--- config.mk ---
export PLATFORM = sky130hd
export DESIGN_NAME = req_slots_flat
export DESIGN_NICKNAME = d
export VERILOG_FILES = /design/src/rtl/req_slots_pkg.sv /design/src/rtl/req_slots_if.sv /design/src/rtl/req_slot.sv /design/src/rtl/req_slots.sv /design/src/flat_wrapper.sv
export SDC_FILE = /design/constraint.sdc
export NUM_CORES = 1
export LEC_CHECK = 0
export BUFFER_PORTS_ARGS = -buffer_cell sky130_fd_sc_hd__clkbuf_2
export CORE_MARGIN = 2
export CORE_UTILIZATION = 25
export CTS_CLUSTER_SIZE = 40
export DETAILED_ROUTE_END_ITERATION = 10
export GPL_TIMING_DRIVEN = 0
export PLACE_DENSITY_LB_ADDON = 0.05
export SYNTH_ARGS = -nofsm -noshare
export SYNTH_HDL_FRONTEND = slang
export SYNTH_SLANG_ARGS = --single-unit
--- constraint.sdc ---
create_clock -name clk -period 1.9 [get_ports clk]
set_input_delay 0.19 -clock clk [delete_from_list [all_inputs] [get_ports clk]]
set_output_delay 0.19 -clock clk [all_outputs]
set_load 0.005 [all_outputs]
--- src/rtl/req_slots_pkg.sv ---
// rtl/req_slots_pkg.sv - shared slot state encoding and popcount helper
// Contents:
//   slot_state_e : per-slot lifecycle EMPTY -> PENDING -> DONE
//   popcount     : number of set bits in a 32-bit vector
package req_slots_pkg;

  typedef enum logic [1:0] {
    SLOT_EMPTY   = 2'd0,
    SLOT_PENDING = 2'd1,
    SLOT_DONE    = 2'd2
  } slot_state_e;

  function automatic int unsigned popcount(input logic [31:0] v);
    int unsigned c;
    c = 0;
    for (int i = 0; i < 32; i++) begin
      c = c + 32'(v[i]);
    end
    return c;
  endfunction

endpackage

--- src/rtl/req_slots_if.sv ---
// rtl/req_slots_if.sv - requester and selector facing signals of req_slots
// Signals:
//   req_valid/req_ready/req_data    : request handshake, one lane per port
//   resp_valid/resp_ready/resp_data : result handshake, one lane per port
//   pending/slot_data               : to the selector inb/ins inputs
//   done/result                     : from the selector completion/outs
// Modports: master = requesters + selector, slave = req_slots
interface req_slots_if #(
  parameter int  NumPorts = 4,
  parameter type T        = logic [7:0],
  parameter type O        = logic [7:0]
);

  logic [NumPorts-1:0] req_valid;
  logic [NumPorts-1:0] req_ready;
  T                    req_data  [NumPorts];
  logic [NumPorts-1:0] resp_valid;
  logic [NumPorts-1:0] resp_ready;
  O                    resp_data [NumPorts];
  logic [NumPorts-1:0] pending;
  T                    slot_data [NumPorts];
  logic [NumPorts-1:0] done;
  O                    result    [NumPorts];

  modport master (
    output req_valid, req_data, resp_ready, done, result,
    input  req_ready, resp_valid, resp_data, pending, slot_data
  );

  modport slave (
    input  req_valid, req_data, resp_ready, done, result,
    output req_ready, resp_valid, resp_data, pending, slot_data
  );

endinterface

--- src/rtl/req_slot.sv ---
// rtl/req_slot.sv - one request slot: state machine, payload registers, age counter
// Ports:
//   clk, rst                         : clock, synchronous active-high reset
//   req_valid/req_ready/req_data     : request handshake
//   resp_valid/resp_ready/resp_data  : result handshake
//   pending/slot_data                : to selector
//   done/result                      : from selector
//   flush                            : drop a PENDING request
//   starve                           : pending for StarveLimit cycles
//   busy                             : slot is not EMPTY
//   done_err                         : done seen while not PENDING
module req_slot
  import req_slots_pkg::*;
#(
  parameter type T           = logic [7:0],
  parameter type O           = logic [7:0],
  parameter int  StarveLimit = 15
) (
  input  logic clk,
  input  logic rst,
  input  logic req_valid,
  output logic req_ready,
  input  T     req_data,
  output logic resp_valid,
  input  logic resp_ready,
  output O     resp_data,
  output logic pending,
  output T     slot_data,
  input  logic done,
  input  O     result,
  input  logic flush,
  output logic starve,
  output logic busy,
  output logic done_err
);

  localparam int AgeW = $clog2(StarveLimit + 1);
  localparam logic [AgeW-1:0] AgeMax = AgeW'(StarveLimit);

  slot_state_e     state, state_nxt;
  logic            accept;
  logic [AgeW-1:0] age;

  always_ff @(posedge clk) begin
    if (rst) state <= SLOT_EMPTY;
    else     state <= state_nxt;
  end

  // accept marks every entry into PENDING, from EMPTY or from a drained DONE.
  always_comb begin
    state_nxt = state;
    accept    = 1'b0;
    case (state)
      SLOT_EMPTY: begin
        if (req_valid) begin
          state_nxt = SLOT_PENDING;
          accept    = 1'b1;
        end
      end
      SLOT_PENDING: begin
        // done outranks flush so a completed result is never lost
        if (done)       state_nxt = SLOT_DONE;
        else if (flush) state_nxt = SLOT_EMPTY;
      end
      SLOT_DONE: begin
        if (resp_ready) begin
          if (req_valid) begin
            state_nxt = SLOT_PENDING;
            accept    = 1'b1;
          end else begin
            state_nxt = SLOT_EMPTY;
          end
        end
      end
      default: state_nxt = SLOT_EMPTY;
    endcase
  end

  always_ff @(posedge clk) begin
    if (rst) begin
      slot_data <= '0;
      resp_data <= '0;
    end else begin
      if (accept)                         slot_data <= req_data;
      if (state == SLOT_PENDING && done)  resp_data <= result;
    end
  end

  always_ff @(posedge clk) begin
    if (rst)                                            age <= '0;
    else if (accept)                                    age <= '0;
    else if (state == SLOT_PENDING && age != AgeMax)    age <= age + 1'b1;
  end

  assign req_ready  = (state == SLOT_EMPTY) || (state == SLOT_DONE && resp_ready);
  assign pending    = (state == SLOT_PENDING);
  assign resp_valid = (state == SLOT_DONE);
  assign starve     = (state == SLOT_PENDING) && (age == AgeMax);
  assign busy       = (state != SLOT_EMPTY);
  assign done_err   = done && (state != SLOT_PENDING);

endmodule

--- src/rtl/req_slots.sv ---
// rtl/req_slots.sv - per-port request holding stage in front of the priority selector
// Ports:
//   clk, rst    : clock, synchronous active-high reset
//   bus         : req_slots_if.slave (request/response handshakes, selector side)
//   flush       : drop all PENDING requests
//   outstanding : number of non-EMPTY slots
//   starve      : per-port starvation flags
//   proto_err   : sticky, done seen on a slot that was not PENDING
module req_slots
  import req_slots_pkg::*;
#(
  parameter int  NumPorts    = 4,
  parameter type T           = logic [7:0],
  parameter type O           = logic [7:0],
  parameter int  StarveLimit = 15
) (
  input  logic                          clk,
  input  logic                          rst,
  req_slots_if.slave                    bus,
  input  logic                          flush,
  output logic [$clog2(NumPorts+1)-1:0] outstanding,
  output logic [NumPorts-1:0]           starve,
  output logic                          proto_err
);

  localparam int CntW = $clog2(NumPorts + 1);

  logic [NumPorts-1:0] busy;
  logic [NumPorts-1:0] done_err;

  for (genvar g = 0; g < NumPorts; g++) begin : g_slot
    req_slot #(
      .T           (T),
      .O           (O),
      .StarveLimit (StarveLimit)
    ) u_slot (
      .clk        (clk),
      .rst        (rst),
      .req_valid  (bus.req_valid[g]),
      .req_ready  (bus.req_ready[g]),
      .req_data   (bus.req_data[g]),
      .resp_valid (bus.resp_valid[g]),
      .resp_ready (bus.resp_ready[g]),
      .resp_data  (bus.resp_data[g]),
      .pending    (bus.pending[g]),
      .slot_data  (bus.slot_data[g]),
      .done       (bus.done[g]),
      .result     (bus.result[g]),
      .flush      (flush),
      .starve     (starve[g]),
      .busy       (busy[g]),
      .done_err   (done_err[g])
    );
  end

  assign outstanding = CntW'(popcount(32'(busy)));

  always_ff @(posedge clk) begin
    if (rst)            proto_err <= 1'b0;
    else if (|done_err) proto_err <= 1'b1;
  end

endmodule

--- src/flat_wrapper.sv ---
// flat-port wrapper written by rule: the top's interface ports become plain ports
module req_slots_flat import req_slots_pkg::*;
#(
  parameter int  NumPorts    = 4,
  parameter type T           = logic [7:0],
  parameter type O           = logic [7:0],
  parameter int  StarveLimit = 15
)
  (clk, rst, flush, outstanding, starve, proto_err, bus_req_valid, bus_req_data, bus_resp_ready, bus_done, bus_result, bus_req_ready, bus_resp_valid, bus_resp_data, bus_pending, bus_slot_data);
  req_slots_if #(.NumPorts(NumPorts), .T(T), .O(O)) bus_i ();
  input  logic clk;
  input  logic rst;
  input  logic flush;
  output logic [$clog2(NumPorts+1)-1:0] outstanding;
  output logic [NumPorts-1:0] starve;
  output logic proto_err;
  input wire logic [$bits(bus_i.req_valid)-1:0] bus_req_valid;
  input wire logic [$bits(bus_i.req_data)-1:0] bus_req_data;
  input wire logic [$bits(bus_i.resp_ready)-1:0] bus_resp_ready;
  input wire logic [$bits(bus_i.done)-1:0] bus_done;
  input wire logic [$bits(bus_i.result)-1:0] bus_result;
  output wire logic [$bits(bus_i.req_ready)-1:0] bus_req_ready;
  output wire logic [$bits(bus_i.resp_valid)-1:0] bus_resp_valid;
  output wire logic [$bits(bus_i.resp_data)-1:0] bus_resp_data;
  output wire logic [$bits(bus_i.pending)-1:0] bus_pending;
  output wire logic [$bits(bus_i.slot_data)-1:0] bus_slot_data;
  assign bus_i.req_valid = bus_req_valid;
  assign bus_i.req_data = {>>{bus_req_data}};
  assign bus_i.resp_ready = bus_resp_ready;
  assign bus_i.done = bus_done;
  assign bus_i.result = {>>{bus_result}};
  assign bus_req_ready = bus_i.req_ready;
  assign bus_resp_valid = bus_i.resp_valid;
  assign bus_resp_data = {>>{bus_i.resp_data}};
  assign bus_pending = bus_i.pending;
  assign bus_slot_data = {>>{bus_i.slot_data}};
  req_slots #(.NumPorts(NumPorts), .T(T), .O(O), .StarveLimit(StarveLimit)) u_core (.clk(clk), .rst(rst), .bus(bus_i), .flush(flush), .outstanding(outstanding), .starve(starve), .proto_err(proto_err));
endmodule
==> run metrics <==
CTS tree=built; Cell Rows=45; CTS root buf=clkbuf_16; Min-Delay Path Class=in -> reg; asr flop ratio synth=0%; first-pass GRT wire length=just under 20000 um; Main synth FF type=dfxtp_1; met2 Track Usage GR=24.8%; Highest Clock Rate=520 MHz; # diodes=0; Max-Cap Viols=0; NumNets Final=just over 700; post-synthesis cell type count=32; Fin. Hold Viols=0; largest net degree at the start of global routing=15; switching fraction of total power=25.7%; number of flops mapped to enable cells by yosys=0; Post-route DRC=0; power density cells=roughly 840 nW/um2; Arr. time, crit path=approximately 1.7 ns; number of vias per cell=4.67; Switch Pwr=1.13 mW; Synth Instances=467; Area growth syn-to-layout=37.6%; global-route usage over all layers=15.3%; final setup margin=-0.0226 ns; CTS max path bufs=2; setup violators final=1; total number of vias=roughly 3.9k; violated checks=negative setup slack; post-route insts no fill=835; vias in the first global route=roughly 3.7k; #FFs+latches synth=a little under 90; Max IR drop VDD=500 uV; commonest non-fill, non-tap cell in the layout=clkbuf_2; Reg power frac=a little under half; grt total ovfl=0; leakage power=2.23 nW; r2r worst-path depth=5; Initial Util=25.3%; Worst Setup End Kind=output pin; I/O Pins=163; fill count=between 1.5k and 2k; routability cong.=0.749; Final min period=1.92 ns; RSZ-0062 raised after global routing=true; core area=15000 um2; most frequent cells in the layout=162 x clkbuf_2, 87 x a21oi_1, 82 x dfxtp_1, 71 x nand3_1, 40 x o21ai_0; clk_skew=0.00446 ns; share of cells above drive strength 1=33.5%; CP startpoint kind=register; most used routing layer=met2; outcome=finished, violations left; die height=between 100 and 150 um; Die Span X=~130 um; Max-Slew Margin vs Limit=roughly 46%; DP Wirelength=slightly above 9000 um; synth warn=0; internal power=3.27 mW; post-synthesis instance area=around 3800 um2; clk sinks=just under 90; Cells after DPL=slightly above 800; htree depth=3; grt met3 use=3.48%; CP Class=reg -> out; clock-pin slew on the worst setup and hold paths=0.06 ns; combinational power share=13.6%; Final Util=34.8%; Synthesized Nets=552; crit-path max FO=2; Routed Antenna Nets=0; TNS Setup=-0.0226 ns; Port-buffer cells=162; DRT Wirelength=between 10000 and 15000 um; Clk pwr share=40.9%; hold-critical path depth=3; antenna violations before repair=0; Clock Latency Late Sink=0.34 ns; syn avg cell area=approximately 8.1 um2; worst slew pin tran=slightly above 0.8 ns; met1 Use GR=19.7%; WL per Instance=14.8 um; fin. max-slew vios=0; DRT Pass-1 Iters=4; full die area=16200 um2; drt initial violations=159; sequential share of the synthesized area=46.9%; CTS Buf Count=9; Worst EP required=1.71 ns; Tcrit/Tclk final=101%
-- cell type report --
type / instances / area (um2) / area share (%)
inverter: 6 / 22.5 / 0.431
timing repair buffer: 165 / 833 / 15.9
buffer: 46 / 243 / 4.64
tap: 188 / 235 / 4.50
sequential: 89 / 1810 / 34.5
multi-input combinational: 325 / 1790 / 34.3
clock inverter: 5 / 55.1 / 1.05
clock buffer: 11 / 243 / 4.64
-- state kept, by name, indices dropped and copies added (netlist names) --
| signal | count |
|---|---|
| u_core.proto_err | 1 |
| u_core.g_slot.u_slot.age | 16 |
| u_core.g_slot.u_slot.slot_data | 32 |
| u_core.g_slot.u_slot.state | 8 |
| u_core.g_slot.u_slot.resp_data | 32 |
-- repair_timing --
action | CTS | global route
pin swaps | 1 | 0
setup endpoints to repair | 4 | 5
hold buffers | 0 | 0
cloned | 0 | 0
resized for setup | 16 | 8
buffers inserted | 1 | 2
-- routing by layer --
layer | up-vias | share of wire, %
met1 | 1793 | 47
met4 | 0 | 1.9
met3 | 14 | 5.4
met2 | 110 | 46
li1 | 1986 | -
met5 | - | 0
-- per-stage QoR --
step | setup slack, ns | instance area [um2] | total power [mW] | hold WS (ns)
4_1_cts | -0.0602 | 5190 | 4.48 | 0.0592
3_3_place_gp | 0.0786 | 4850 | 2.63 | 0.427
3_5_place_dp | 0.0701 | 4850 | 2.63 | 0.431
6_report | -0.0226 | 5230 | 4.40 | 0.0777
2_1_floorplan | 0.370 | 3800 | 2.33 | 0.330
5_1_grt | -0.0796 | 5230 | 4.63 | 0.0773
-- power by group through the flow --
stage          clock, mW  combinational (mW)  sequential (mW)
5_1_grt             1.95               0.672             2.01
4_1_cts             1.87               0.603             2.00
2_1_floorplan          0               0.292             2.04
3_3_place_gp           0               0.581             2.04
3_5_place_dp           0               0.586             2.05
6_report            1.80               0.597             2.00
-- worst paths after layout --
| path | startpoint | to | slack (ns) |
|---|---|---|---|
| min reg2reg | u_core.g_slot[0].u_slot.resp_data[2]$_SDFFE_PP0P_ | u_core.g_slot[0].u_slot.resp_data[2]$_SDFFE_PP0P_ | 0.46 |
| max reg2reg | u_core.g_slot[1].u_slot.state[0]$_SDFFE_PP0P_ | u_core.g_slot[1].u_slot.age[2]$_SDFFE_PP0P_ | 0.51 |
| max | u_core.g_slot[3].u_slot.state[0]$_SDFFE_PP0P_ | outstanding[1] | -0.02 |
| min | bus_result[15] | u_core.g_slot[2].u_slot.resp_data[7]$_SDFFE_PP0P_ | 0.08 |
-- cells by family after synthesis --
kind of cell | share of synthesized area, %
and+or+nand+nor | 24.1
buffers and inverters | 7.01
adders and majority gates | 2.17
AOI/OAI and AO/OA | 19.6
xor gates and xnor gates | 0.230
DFF | 46.9
-- cell usage after synthesis (all sizes together), types with 7 or more instances --
| cell type | instances | area share, % |
|---|---|---|
| dfxtp | 89 | 47 |
| a21oi | 87 | 11 |
| nand3 | 71 | 9.3 |
| o21ai | 40 | 5.3 |
| nand2 | 36 | 3.6 |
| buf | 25 | 4.2 |
| clkbuf | 22 | 2.2 |
| nand2b | 16 | 2.6 |
| nor2 | 12 | 1.2 |
| nor2b | 12 | 2.0 |
| or3 | 7 | 1.2 |
-- worst max-delay path: stages, from the launching register on --
cell	delay, ns
dfxtp_4	0.34
or2_4	0.26
fa_2	0.41
ha_4	0.27
clkbuf_2	0.12
No activity file was read; power rests on OpenSTA's default activity.
